[src/rtl/uart_pkg.sv]
// Shared UART definitions: transmitter FSM states, frame constants and baud divisor helper.
package uart_pkg;

  localparam int unsigned DATA_BITS = 8;

  typedef enum logic [2:0] {
    IDLE,
    START,
    DATA,
    PARITY,
    STOP
  } tx_state_t;

  function automatic int unsigned clks_per_bit(input int unsigned clk_hz,
                                               input int unsigned baud);
    return clk_hz / baud;
  endfunction

endpackage

[src/rtl/uart_tx_sync_fifo.sv]
// Single-clock FIFO with registered occupancy count; full/empty derive from the count.
module sync_fifo #(
  parameter int unsigned WIDTH = 8,
  parameter int unsigned DEPTH = 8
) (
  input  logic                     clk_i,
  input  logic                     rst_i,
  input  logic                     push_i,
  input  logic [WIDTH-1:0]         wdata_i,
  input  logic                     pop_i,
  output logic [WIDTH-1:0]         rdata_o,
  output logic                     full_o,
  output logic                     empty_o,
  output logic [$clog2(DEPTH):0]   count_o
);

  localparam int unsigned AW = $clog2(DEPTH);
  localparam logic [AW:0] FULL_CNT = (AW+1)'(DEPTH);
  localparam logic [AW:0] CNT_ONE  = (AW+1)'(1);

  logic [WIDTH-1:0] mem_q [DEPTH];
  logic [AW-1:0]    wr_ptr_q, wr_ptr_d;
  logic [AW-1:0]    rd_ptr_q, rd_ptr_d;
  logic [AW:0]      count_q, count_d;
  logic             do_push, do_pop;

  assign full_o  = (count_q == FULL_CNT);
  assign empty_o = (count_q == '0);
  assign count_o = count_q;
  assign rdata_o = mem_q[rd_ptr_q];

  // A full FIFO rejects the push even if a pop frees a slot in the same cycle.
  assign do_push = push_i && !full_o;
  assign do_pop  = pop_i && !empty_o;

  always_comb begin
    wr_ptr_d = wr_ptr_q;
    rd_ptr_d = rd_ptr_q;
    count_d  = count_q;
    if (do_push) wr_ptr_d = wr_ptr_q + AW'(1);
    if (do_pop)  rd_ptr_d = rd_ptr_q + AW'(1);
    unique case ({do_push, do_pop})
      2'b10:   count_d = count_q + CNT_ONE;
      2'b01:   count_d = count_q - CNT_ONE;
      default: count_d = count_q;
    endcase
  end

  always_ff @(posedge clk_i) begin
    if (rst_i) begin
      wr_ptr_q <= '0;
      rd_ptr_q <= '0;
      count_q  <= '0;
    end else begin
      wr_ptr_q <= wr_ptr_d;
      rd_ptr_q <= rd_ptr_d;
      count_q  <= count_d;
    end
  end

  always_ff @(posedge clk_i) begin
    if (do_push) mem_q[wr_ptr_q] <= wdata_i;
  end

endmodule

[src/rtl/uart_tx.sv]
// Buffered 8N1 UART transmitter; define UART_TX_PARITY_EN for an even-parity bit (8E1).
module uart_tx
  import uart_pkg::*;
#(
  parameter int unsigned CLK_HZ     = 50_000_000,
  parameter int unsigned BAUD       = 115_200,
  parameter int unsigned FIFO_DEPTH = 8
) (
  input  logic                          i_clk,
  input  logic                          i_rst,
  input  logic [7:0]                    i_data,
  input  logic                          i_valid,
  output logic                          o_ready,
  output logic                          tx,
  output logic                          o_busy,
  output logic [$clog2(FIFO_DEPTH):0]   o_count
);

  localparam int unsigned CPB      = clks_per_bit(CLK_HZ, BAUD);
  localparam int unsigned CW       = (CPB > 1) ? $clog2(CPB) : 1;
  localparam logic [CW-1:0] CNT_LAST = CW'(CPB - 1);
  localparam logic [2:0]    BIT_LAST = 3'(DATA_BITS - 1);

  tx_state_t   state_q, state_d;
  logic [CW-1:0] cnt_q, cnt_d;
  logic [2:0]  bit_q, bit_d;
  logic [7:0]  shift_q, shift_d;
  logic        tx_q, tx_d;
  logic        bit_end;
  logic        pop;
  logic [7:0]  fifo_rdata;
  logic        fifo_full, fifo_empty;
`ifdef UART_TX_PARITY_EN
  logic        par_q, par_d;
`endif

  sync_fifo #(
    .WIDTH (8),
    .DEPTH (FIFO_DEPTH)
  ) u_fifo (
    .clk_i   (i_clk),
    .rst_i   (i_rst),
    .push_i  (i_valid),
    .wdata_i (i_data),
    .pop_i   (pop),
    .rdata_o (fifo_rdata),
    .full_o  (fifo_full),
    .empty_o (fifo_empty),
    .count_o (o_count)
  );

  assign bit_end = (cnt_q == CNT_LAST);

  always_comb begin
    state_d = state_q;
    cnt_d   = cnt_q;
    bit_d   = bit_q;
    shift_d = shift_q;
    pop     = 1'b0;
`ifdef UART_TX_PARITY_EN
    par_d   = par_q;
`endif
    unique case (state_q)
      IDLE: begin
        if (!fifo_empty) begin
          pop     = 1'b1;
          shift_d = fifo_rdata;
`ifdef UART_TX_PARITY_EN
          par_d   = ^fifo_rdata;
`endif
          cnt_d   = '0;
          state_d = START;
        end
      end
      START: begin
        if (bit_end) begin
          cnt_d   = '0;
          bit_d   = '0;
          state_d = DATA;
        end else begin
          cnt_d = cnt_q + CW'(1);
        end
      end
      DATA: begin
        if (bit_end) begin
          cnt_d   = '0;
          shift_d = {1'b0, shift_q[7:1]};
          bit_d   = bit_q + 3'd1;
          if (bit_q == BIT_LAST) begin
`ifdef UART_TX_PARITY_EN
            state_d = PARITY;
`else
            state_d = STOP;
`endif
          end
        end else begin
          cnt_d = cnt_q + CW'(1);
        end
      end
`ifdef UART_TX_PARITY_EN
      PARITY: begin
        if (bit_end) begin
          cnt_d   = '0;
          state_d = STOP;
        end else begin
          cnt_d = cnt_q + CW'(1);
        end
      end
`endif
      STOP: begin
        // Chain straight into the next start bit when more data is queued.
        if (bit_end) begin
          cnt_d = '0;
          if (!fifo_empty) begin
            pop     = 1'b1;
            shift_d = fifo_rdata;
`ifdef UART_TX_PARITY_EN
            par_d   = ^fifo_rdata;
`endif
            state_d = START;
          end else begin
            state_d = IDLE;
          end
        end else begin
          cnt_d = cnt_q + CW'(1);
        end
      end
      default: state_d = IDLE;
    endcase

    // Line level is decoded from the next state so tx itself is a flop.
    unique case (state_d)
      START:   tx_d = 1'b0;
      DATA:    tx_d = shift_d[0];
`ifdef UART_TX_PARITY_EN
      PARITY:  tx_d = par_d;
`endif
      default: tx_d = 1'b1;
    endcase
  end

  always_ff @(posedge i_clk) begin
    if (i_rst) begin
      state_q <= IDLE;
      cnt_q   <= '0;
      bit_q   <= '0;
      shift_q <= '0;
      tx_q    <= 1'b1;
`ifdef UART_TX_PARITY_EN
      par_q   <= 1'b0;
`endif
    end else begin
      state_q <= state_d;
      cnt_q   <= cnt_d;
      bit_q   <= bit_d;
      shift_q <= shift_d;
      tx_q    <= tx_d;
`ifdef UART_TX_PARITY_EN
      par_q   <= par_d;
`endif
    end
  end

  assign tx      = tx_q;
  assign o_ready = !fifo_full;
  assign o_busy  = (state_q != IDLE) || (o_count != '0);

endmodule

[config.mk]
export PLATFORM = sky130hd
export DESIGN_NAME = uart_tx
export DESIGN_NICKNAME = d
export VERILOG_FILES = /design/src/rtl/uart_pkg.sv /design/src/rtl/uart_tx_sync_fifo.sv /design/src/rtl/uart_tx.sv
export SDC_FILE = /design/constraint.sdc
export NUM_CORES = 1
export LEC_CHECK = 0
export BUFFER_PORTS_ARGS = -buffer_cell sky130_fd_sc_hd__buf_2
export CORE_MARGIN = 10
export CORE_UTILIZATION = 65
export CTS_CLUSTER_SIZE = 24
export DETAILED_ROUTE_END_ITERATION = 6
export PLACE_DENSITY_LB_ADDON = 0.2
export SLEW_MARGIN = 10
export SYNTH_ARGS = -nofsm -noshare
export SYNTH_HDL_FRONTEND = slang
export SYNTH_HIERARCHICAL = 1
export SYNTH_SLANG_ARGS = --single-unit
[constraint.sdc]
create_clock -name i_clk -period 6.4 [get_ports i_clk]
set_input_delay 1.28 -clock i_clk [delete_from_list [all_inputs] [get_ports i_clk]]
set_output_delay 1.28 -clock i_clk [all_outputs]
set_load 0.05 [all_outputs]
==> impl_results.md, run 1 <==
* Leak at 1.65 nW
* TritonRoute pass-1 iters at 4
* Iter 0 DRT Violations at 94
* Sequential fraction of the synthesis area at 60.4%
* Dominant cell type by area after synthesis: edfxtp_1
* ANT nets after route at 0
* Crit path max-delay cell type: o21ai_0
* Num CTS Buffers at 9
* Hold_buf cts at 0
* Final hold violations at 0
* Area of the multi-input gates at 1630 um2
* Die Width at 102 um
* I/O Buffers at 17
* Root buf cell: clkbuf_8
* Predominant post-synthesis flop cell: edfxtp_1
* Ports at 18
* # clock sinks at 101
* WP data required at 6690 ps
* Num rows at 29
* Distinct cells, synth at 57
* Area Growth Syn to Fin at 7.21%
* DR WL/cell at 19.0 um
* TNS Setup at 0 ps
* CP Buf/Inv Count at 0
* Post-synth EDFFs at 64
* Largest net degree at the start of global routing at 28
* Tmin final at 3350 ps
* Ant. Diodes at 0
* First-pass GRT wire length at 12,700 um
* H-tree depth at 3
* HPWL Detailed at 5230 um
* Critical Path AT at 3640 ps
* CP peak stage delay at 450 ps
* Synthesized instance count at 309
* Post-Syn Area at 4410 um2
* FMAX at 0.298 GHz
* Setup violators final at 0
* Max Root-Sink Buffers at 2
* Commonest non-fill, non-tap cell in the layout: edfxtp_1
* Synth top area share at 43.6%
* DR vias/cell at 6.15
* Antenna violations before repair at 0
* Crit path max-delay family: compound AO/OA/AOI/OAI gates
* Post-cts sizing count at 0
* Slew headroom at 33.3%
* Startpoint Class: register
* Placeable core region at 6460 um2
* Status: finished, final reports clean
* Fraction of layout cells with a size suffix above 1 at 21.8%
* Worst skew pair latency at 360 ps
* Fill cells at 424
* Crit end category: register
* Avg Inst Size Synth at 14.3 um2
* Layout Nets at 346
* Crit path top cell by count: ha_1
* Hold WC Path Type: register to register
* Max VDD drop at 0.238 mV
* Die Ht at 102 um
* Setup bufs post-CTS at 0
* Residual DRC at 0
* Most frequent cells in the layout: edfxtp_1 (64), dfxtp_1 (37), nor2_1 (30)
* PwrDens at 384 nW/um2
* Syn_nets at 329
* RSZ-0062 raised after global routing: no
* Cell Chain, Critical Path: ha_1 > nand4b_1 > o21ai_0 > and3b_1 > o41a_1 > ha_1 > xor2_1 > ha_1 > a21oi_1 > xor2_1 > or3_1 > a21oi_1
* Max Slew Vio Count at 0
* CTS tree: yes
* Storage element area at 2660 um2
* Number of synthesized register bits at 101
* Max_cap viols at 0
* GP Congestion at 0.803
* Clock Skews at 9.23 ps
* Tcrit/Tclk final at 52.3%
* DIE AREA at 10,500 um2
* CTS clk-pin slew, worst paths at 100 ps
* Via count of the routed design at 2,509
* CP Class: register to register
* Overall Power at 1.82 mW
* Maximum fanout along the worst path at 7
* Worst Max-Slew Pin Slew at 999 ps
* Synth area leaders: edfxtp_1 (44%), dfxtp_1 (17%), mux4_1 (4.8%), mux4_2 (4.1%), ha_1 (2.6%)
* Total grt overflow at 0
* Post-Route WL at 7750 um
* Vias in the first global route at 2,457
* Asr flop ratio synth at 0%
* Gr usage total at 15.8%
* Ys Warns at 6
* Starting density of the core at 68.2%
## registers in the layout, indices dropped and copies added, names as in the netlist, named ones only
register         flops
cnt_q                9
u_fifo/count_o       4
bit_q                3
tx                   1
shift_q              8
u_fifo/mem_q        64
u_fifo/rd_ptr_q      3
state_q              3
u_fifo/wr_ptr_q      3
## cells in the mapped netlist (4+ instances only)
master,instances
mux2_2,10
a21oi_1,16
dfxtp_1,37
buf_6,5
mux2i_1,4
a22oi_1,10
nand2_1,7
edfxtp_1,64
nand3_1,6
buf_2,5
clkbuf_1,4
xnor2_1,6
inv_1,5
nor2_1,30
nor3_1,6
o21ai_0,10
xor2_1,8
mux4_2,8
ha_1,9
mux4_1,8
## path summary, 6_finish.rpt
path	start	end	slack, ps	depth (start not counted)
setup reg to reg	cnt_q[0]	u_fifo/count_o[2]	3050	12
hold / removal	shift_q[2]	shift_q[2]	490	2
setup / recovery	cnt_q[0]	u_fifo/count_o[2]	3050	12
hold reg to reg	shift_q[2]	shift_q[2]	490	2
## metal layers
metal  routed length [um]  track usage (%)  share of wire (%)  vias up
met5                    0                0                  0        -
met4                   93             4.66                1.2        0
met3                  263             4.32                3.4        9
met2                 4040             27.2                 52       49
met1                 3360             19.1                 43     1243
li1                     -                -                  -     1208
## tightest hold or removal path: cells and delay by family, from the launching register on
family / cells / cell delay, ps
AO/OA/AOI/OAI: 2 / 120
flip-flops: 1 / 320
## kinds of logic (layout without fill, tap and decap cells)
| group | after synthesis | after routing | synth area share [%] |
|---|---|---|---|
| simple gates | 82 | 82 | 10.8 |
| compound gates | 51 | 51 | 7.81 |
| mux | 30 | 30 | 12.3 |
| fa+ha+maj | 10 | 10 | 2.81 |
| buf+inv | 20 | 42 | 2.70 |
| flops | 101 | 101 | 60.4 |
| xor+xnor | 15 | 15 | 3.15 |
## metrics by stage
stage               instance area, um2  utilization (%)  setup slack [ps]  std cells  hold WS, ps
detailed placement                4530             70.1              3120        392          472
CTS                               4720             73.1              3080        408          492
finish                            4720             73.1              3050        408          487
global route                      4720             73.1              2690        408          526
global placement                  4530             70.1              3250        392          464
floorplan                         4410                -              3000        309          447
## where the power goes
part / switching (mW) / leakage (nW) / internal [mW]
sequential: 0.0836 / 0.882 / 0.771
combinational: 0.342 / 0.669 / 0.232
clock: 0.233 / 0.0970 / 0.153
## area by class of cell
| class | count | share of cell area [%] |
|---|---|---|
| timing repair buffer | 21 | 2.44 |
| sequential | 101 | 56.4 |
| clock buffer | 9 | 2.62 |
| multi-input combinational | 188 | 34.6 |
| clock inverter | 7 | 1.54 |
| inverter | 5 | 0.397 |
| tap | 77 | 2.04 |
Note: power is estimated with default switching activity, not from simulation.
==> run 2: changes to the inputs <==
CORE_UTILIZATION = 61   (was 65)
clock period = 3.4 ns   (was 6.4 ns; I/O delays follow)
==> run 2 against run 1 <==
  * Sequential share of layout area fell by 0.63 points
  * Global-route usage down 1.3 points
  * Wire length increased by 0.74%
  * Combinational power is 95% higher
  * Via count decreased by 0.28%
  * Largest power group unchanged
  * Highest routed layer unchanged
==> impl_results.md, run 2 (synthesis gave the netlist of run 1 again) <==
* Crit end category: register
* Root buf cell: clkbuf_8
* Layout Nets at 352
* Iter 0 DRT Violations at 190
* Setup bufs post-CTS at 0
* Startpoint Class: register
* HPWL Detailed at 5290 um
* Commonest non-fill, non-tap cell in the layout: edfxtp_1
* ANT nets after route at 0
* FMAX at 0.334 GHz
* Total grt overflow at 0
* Top reg by flops: u_fifo/mem_q
* DIE AREA at 11,000 um2
* Tcrit/Tclk final at 88.0%
* Leak at 1.67 nW
* Hold WS at 482 ps
* Ant. Diodes at 0
* Worst skew pair latency at 370 ps
* Hold_buf cts at 0
* CP Class: register to register
* Slew headroom at 39.1%
* Fraction of layout cells with a size suffix above 1 at 22.6%
* Clock Skews at 21.6 ps
* Die Ht at 105 um
* Num CTS Buffers at 9
* Max Root-Sink Buffers at 2
* Tmin final at 2990 ps
* RSZ-0062 raised after global routing: no
* TritonRoute pass-1 iters at 4
* Core Util, Final at 69.2%
* Antenna violations before repair at 0
* Post-cts sizing count at 0
* Fill cells at 503
* Area Growth Syn to Fin at 8.44%
* GP Congestion at 0.780
* TNS Setup at 0 ps
* CP startpoint: cnt_q[0]
* Status: finished, final reports clean
* R2r startpoint: cnt_q[0]
* DR WL/cell at 18.0 um
* PwrDens at 718 nW/um2
* Max VDD drop at 0.468 mV
* First-pass GRT wire length at 12,800 um
* Final hold violations at 0
* Worst Max-Slew Pin Slew at 910 ps
* Critical Path AT at 3280 ps
* Vias in the first global route at 2,496
* CTS tree: yes
* # clock sinks at 101
* Placeable core region at 6910 um2
* I/O Buffers at 17
* Maximum fanout along the worst path at 6
* Gr usage total at 14.5%
* Via count of the routed design at 2,502
* Hold WC Path Type: register to register
* Post-Route WL at 7810 um
* CTS clk-pin slew, worst paths at 90 ps
* Starting density of the core at 63.8%
* Num rows at 30
* DR vias/cell at 5.78
* Largest net degree at the start of global routing at 28
* Setup violators final at 0
* H-tree depth at 3
* Ports at 18
* Max_cap viols at 0
* Die Width at 105 um
* Largest regs: u_fifo/mem_q: 64 flops, cnt_q: 9 flops, shift_q: 8 flops
* WP data required at 3690 ps
* Max Slew Vio Count at 0
* Most frequent cells in the layout: edfxtp_1 (64), dfxtp_1 (37), nor2_1 (30)
* Max reg flops at 64
* Residual DRC at 0
* Hold path start: shift_q[2]
[run 2: path summary, 6_finish.rpt]
check / depth (start not counted) / end / slack [ps]
setup / recovery: 12 / u_fifo/count_o[2] / 410
setup reg to reg: 12 / u_fifo/count_o[2] / 410
hold / removal: 2 / shift_q[2] / 480
hold reg to reg: 2 / shift_q[2] / 480
[run 2: power breakdown]
group | leakage [nW] | internal [mW] | switching [mW]
combinational | 0.696 | 0.461 | 0.662
sequential | 0.882 | 1.45 | 0.144
clock | 0.0961 | 0.287 | 0.424
total | 1.67 | 2.20 | 1.23
[run 2: final cells by class]
| class | instances | area (um2) | area share, % |
|---|---|---|---|
| inverters | 5 | 18.8 | 0.393 |
| flip-flops and latches | 101 | 2660 | 55.7 |
| clock buffers | 10 | 128 | 2.67 |
| repair buffers | 27 | 160 | 3.35 |
| well taps | 96 | 120 | 2.51 |
| multi-input cells | 188 | 1630 | 34.1 |
| clock inverters | 6 | 57.6 | 1.20 |
[run 2: critical path, cell delays in order (launching register included)]
cell,delay [ps]
dfxtp_1,400
ha_1,160
nand4b_1,230
o21ai_0,290
and3b_1,250
o41a_1,290
ha_1,310
xor2_1,180
ha_1,160
a21oi_1,50
xor2_1,160
or3_1,310
a21oi_1,140
[run 2: metal layers]
layer | routed length, um | track usage, % | vias to the layer above | part of all wire, %
met5 | 0 | 0 | - | 0
met3 | 281 | 3.99 | 10 | 3.6
met4 | 110 | 4.90 | 0 | 1.4
li1 | - | - | 1231 | -
met2 | 3920 | 23.3 | 35 | 50
met1 | 3500 | 18.5 | 1226 | 45
[run 2: metrics by stage]
step | setup WS [ps] | area (um2) | instances | power [mW]
2_1_floorplan | 3.27 | 4410 | 309 | 2.49
3_3_place_gp | 578 | 4590 | 417 | 2.72
3_5_place_dp | 467 | 4590 | 417 | 2.74
4_1_cts | 427 | 4780 | 433 | 3.45
5_1_grt | 133 | 4780 | 433 | 3.62
6_report | 408 | 4780 | 433 | 3.43
==> run 3: changes to the inputs <==
CORE_UTILIZATION = 55   (was 61)
SLEW_MARGIN = not set   (was 10)
clock period = 2.7 ns   (was 3.4 ns; I/O delays follow)
==> run 3 against run 2 <==
  * Via count rose by 2.2%
  * Sequential power grew 25%
  * Register-to-register slack worse by 270 ps
  * Utilization is 5.5 points lower
  * Flip-flop and latch count stayed put
  * First-iteration DRC count is 36% lower
==> impl_results.md, run 3 (synthesis gave the netlist of run 1 again) <==
* Ant. Diodes at 0
* Commonest non-fill, non-tap cell in the layout: edfxtp_1
* Residual DRC at 0
* # clock sinks at 101
* Tcrit/Tclk final at 94.8%
* Status: finished, final reports clean
* Top reg by flops: u_fifo/mem_q
* Maximum fanout along the worst path at 5
* Leak at 1.75 nW
* Reg2Reg Capture Point: u_fifo/count_o[2]
* DR WL/cell at 17.4 um
* Place WS at 3.19 ps
* Slew headroom at 63.9%
* Register-to-Register Setup Slack at 140 ps
* Die Ht at 110 um
* CTS tree: yes
* Worst Max-Slew Pin Slew at 541 ps
* Max reg flops at 64
* Most frequent cells in the layout: edfxtp_1 (64), dfxtp_1 (31), nor2_1 (30)
* Startpoint Class: register
* Worst skew pair latency at 370 ps
* Num CTS Buffers at 9
* Fraction of layout cells with a size suffix above 1 at 28.1%
* Setup violators final at 0
* Max VDD drop at 0.474 mV
* Crit end category: register
* Via count of the routed design at 2,557
* Vias in the first global route at 2,619
* Max Slew Vio Count at 0
* R2r startpoint: cnt_q[1]
* Iter 0 DRT Violations at 122
* Final hold violations at 0
* Clock Skews at 13.4 ps
* CTS clk-pin slew, worst paths at 100 ps
* WP data required at 2990 ps
* Hold Path Cell Cnt at 1
* Hold path start: i_data[4]
* Root buf cell: clkbuf_8
* PwrDens at 915 nW/um2
* I/O Buffers at 17
* Largest net degree at the start of global routing at 28
* CP Class: register to register
* Starting density of the core at 56.7%
* Max_cap viols at 0
* Worst R2R Path Depth at 13
* Critical Path AT at 2850 ps
* Die Width at 110 um
* Tmin final at 2560 ps
* DIE AREA at 12,000 um2
* Core Util, Final at 63.7%
* Largest regs: u_fifo/mem_q: 64 flops, cnt_q: 9 flops, shift_q: 8 flops
* Placeable core region at 7770 um2
* TritonRoute pass-1 iters at 4
* Ports at 18
* Total grt overflow at 0
* ANT nets after route at 0
* Layout Nets at 364
* HPWL Detailed at 5280 um
* DR vias/cell at 5.67
* Post-Route WL at 7850 um
* GP Congestion at 0.822
* Final WS setup at 140 ps
* Hold Crit Endpoint: u_fifo/mem_q[0][4]
* Num rows at 32
* RSZ-0062 raised after global routing: no
* H-tree depth at 3
* Hold_buf cts at 0
* Max Root-Sink Buffers at 2
* Hold WC Path Type: input port to register
* Area Growth Syn to Fin at 12.3%
* TNS Setup at 0 ps
* Gr usage total at 14.1%
* Antenna violations before repair at 0
* First-pass GRT wire length at 13,000 um
* FMAX at 0.391 GHz
## run 3: worst max path at each step
stage	cells past startpoint	start	slack [ps]	to
6_report	13	cnt_q[1]	140	u_fifo/count_o[2]
5_1_grt	13	cnt_q[1]	7	u_fifo/count_o[2]
4_1_cts	13	cnt_q[1]	90	u_fifo/count_o[2]
3_5_place_dp	13	cnt_q[1]	3	u_fifo/count_o[2]
3_3_place_gp	13	cnt_q[1]	150	u_fifo/count_o[2]
2_1_floorplan	14	cnt_q[1]	1	u_fifo/count_o[2]
## run 3: per-layer routing
metal	wire [um]	share of wire, %	track usage [%]	up-vias
met5	0	0	0	-
met4	106	1.4	5.30	0
met3	193	2.5	3.51	14
met2	4030	51	23.9	24
met1	3520	45	17.0	1269
li1	-	-	-	1250
## run 3: layout make-up
cell class	instances	area, um2
sequential	101	2680
tap	102	128
clock buffer	9	124
clock inverter	7	88.8
timing repair buffer	39	250
inverter	5	18.8
multi-input combinational	188	1660
fill	609	2820
## run 3: what timing repair did
action                                 in CTS  in global routing
pin swaps                                   1                  2
resized for setup                           0                  3
endpoints found under the hold margin       0                  0
buffers inserted                            1                  3
setup endpoints to repair                   1                  1
## run 3: power breakdown
| part | internal [mW] | total [mW] | leakage [nW] | switching, mW |
|---|---|---|---|---|
| Clock | 0.451 | 1.00 | 0.109 | 0.550 |
| Combinational | 0.645 | 1.53 | 0.759 | 0.886 |
| Sequential | 1.84 | 1.99 | 0.885 | 0.154 |
| Total | 2.94 | 4.53 | 1.75 | 1.59 |
## run 3: per-stage QoR
stage	hold WS [ps]	cell area, um2	std cells	total power [mW]
6_report	432	4950	451	4.53
5_1_grt	430	4950	451	4.80
4_1_cts	423	4910	448	4.52
3_5_place_dp	470	4690	431	3.53
3_3_place_gp	462	4690	431	3.50
2_1_floorplan	447	4440	309	3.20
## run 3: critical path, cell delays in order (launching register included)
cell      delay [ps]
dfxtp_2          350
inv_1             60
ha_1             140
nand4b_1         140
o21ai_2          190
and3b_1          200
o41a_1           250
ha_4             200
xor2_2           140
ha_1             170
a21oi_1           50
xor2_1           150
or3_1            300
a21oi_1          130
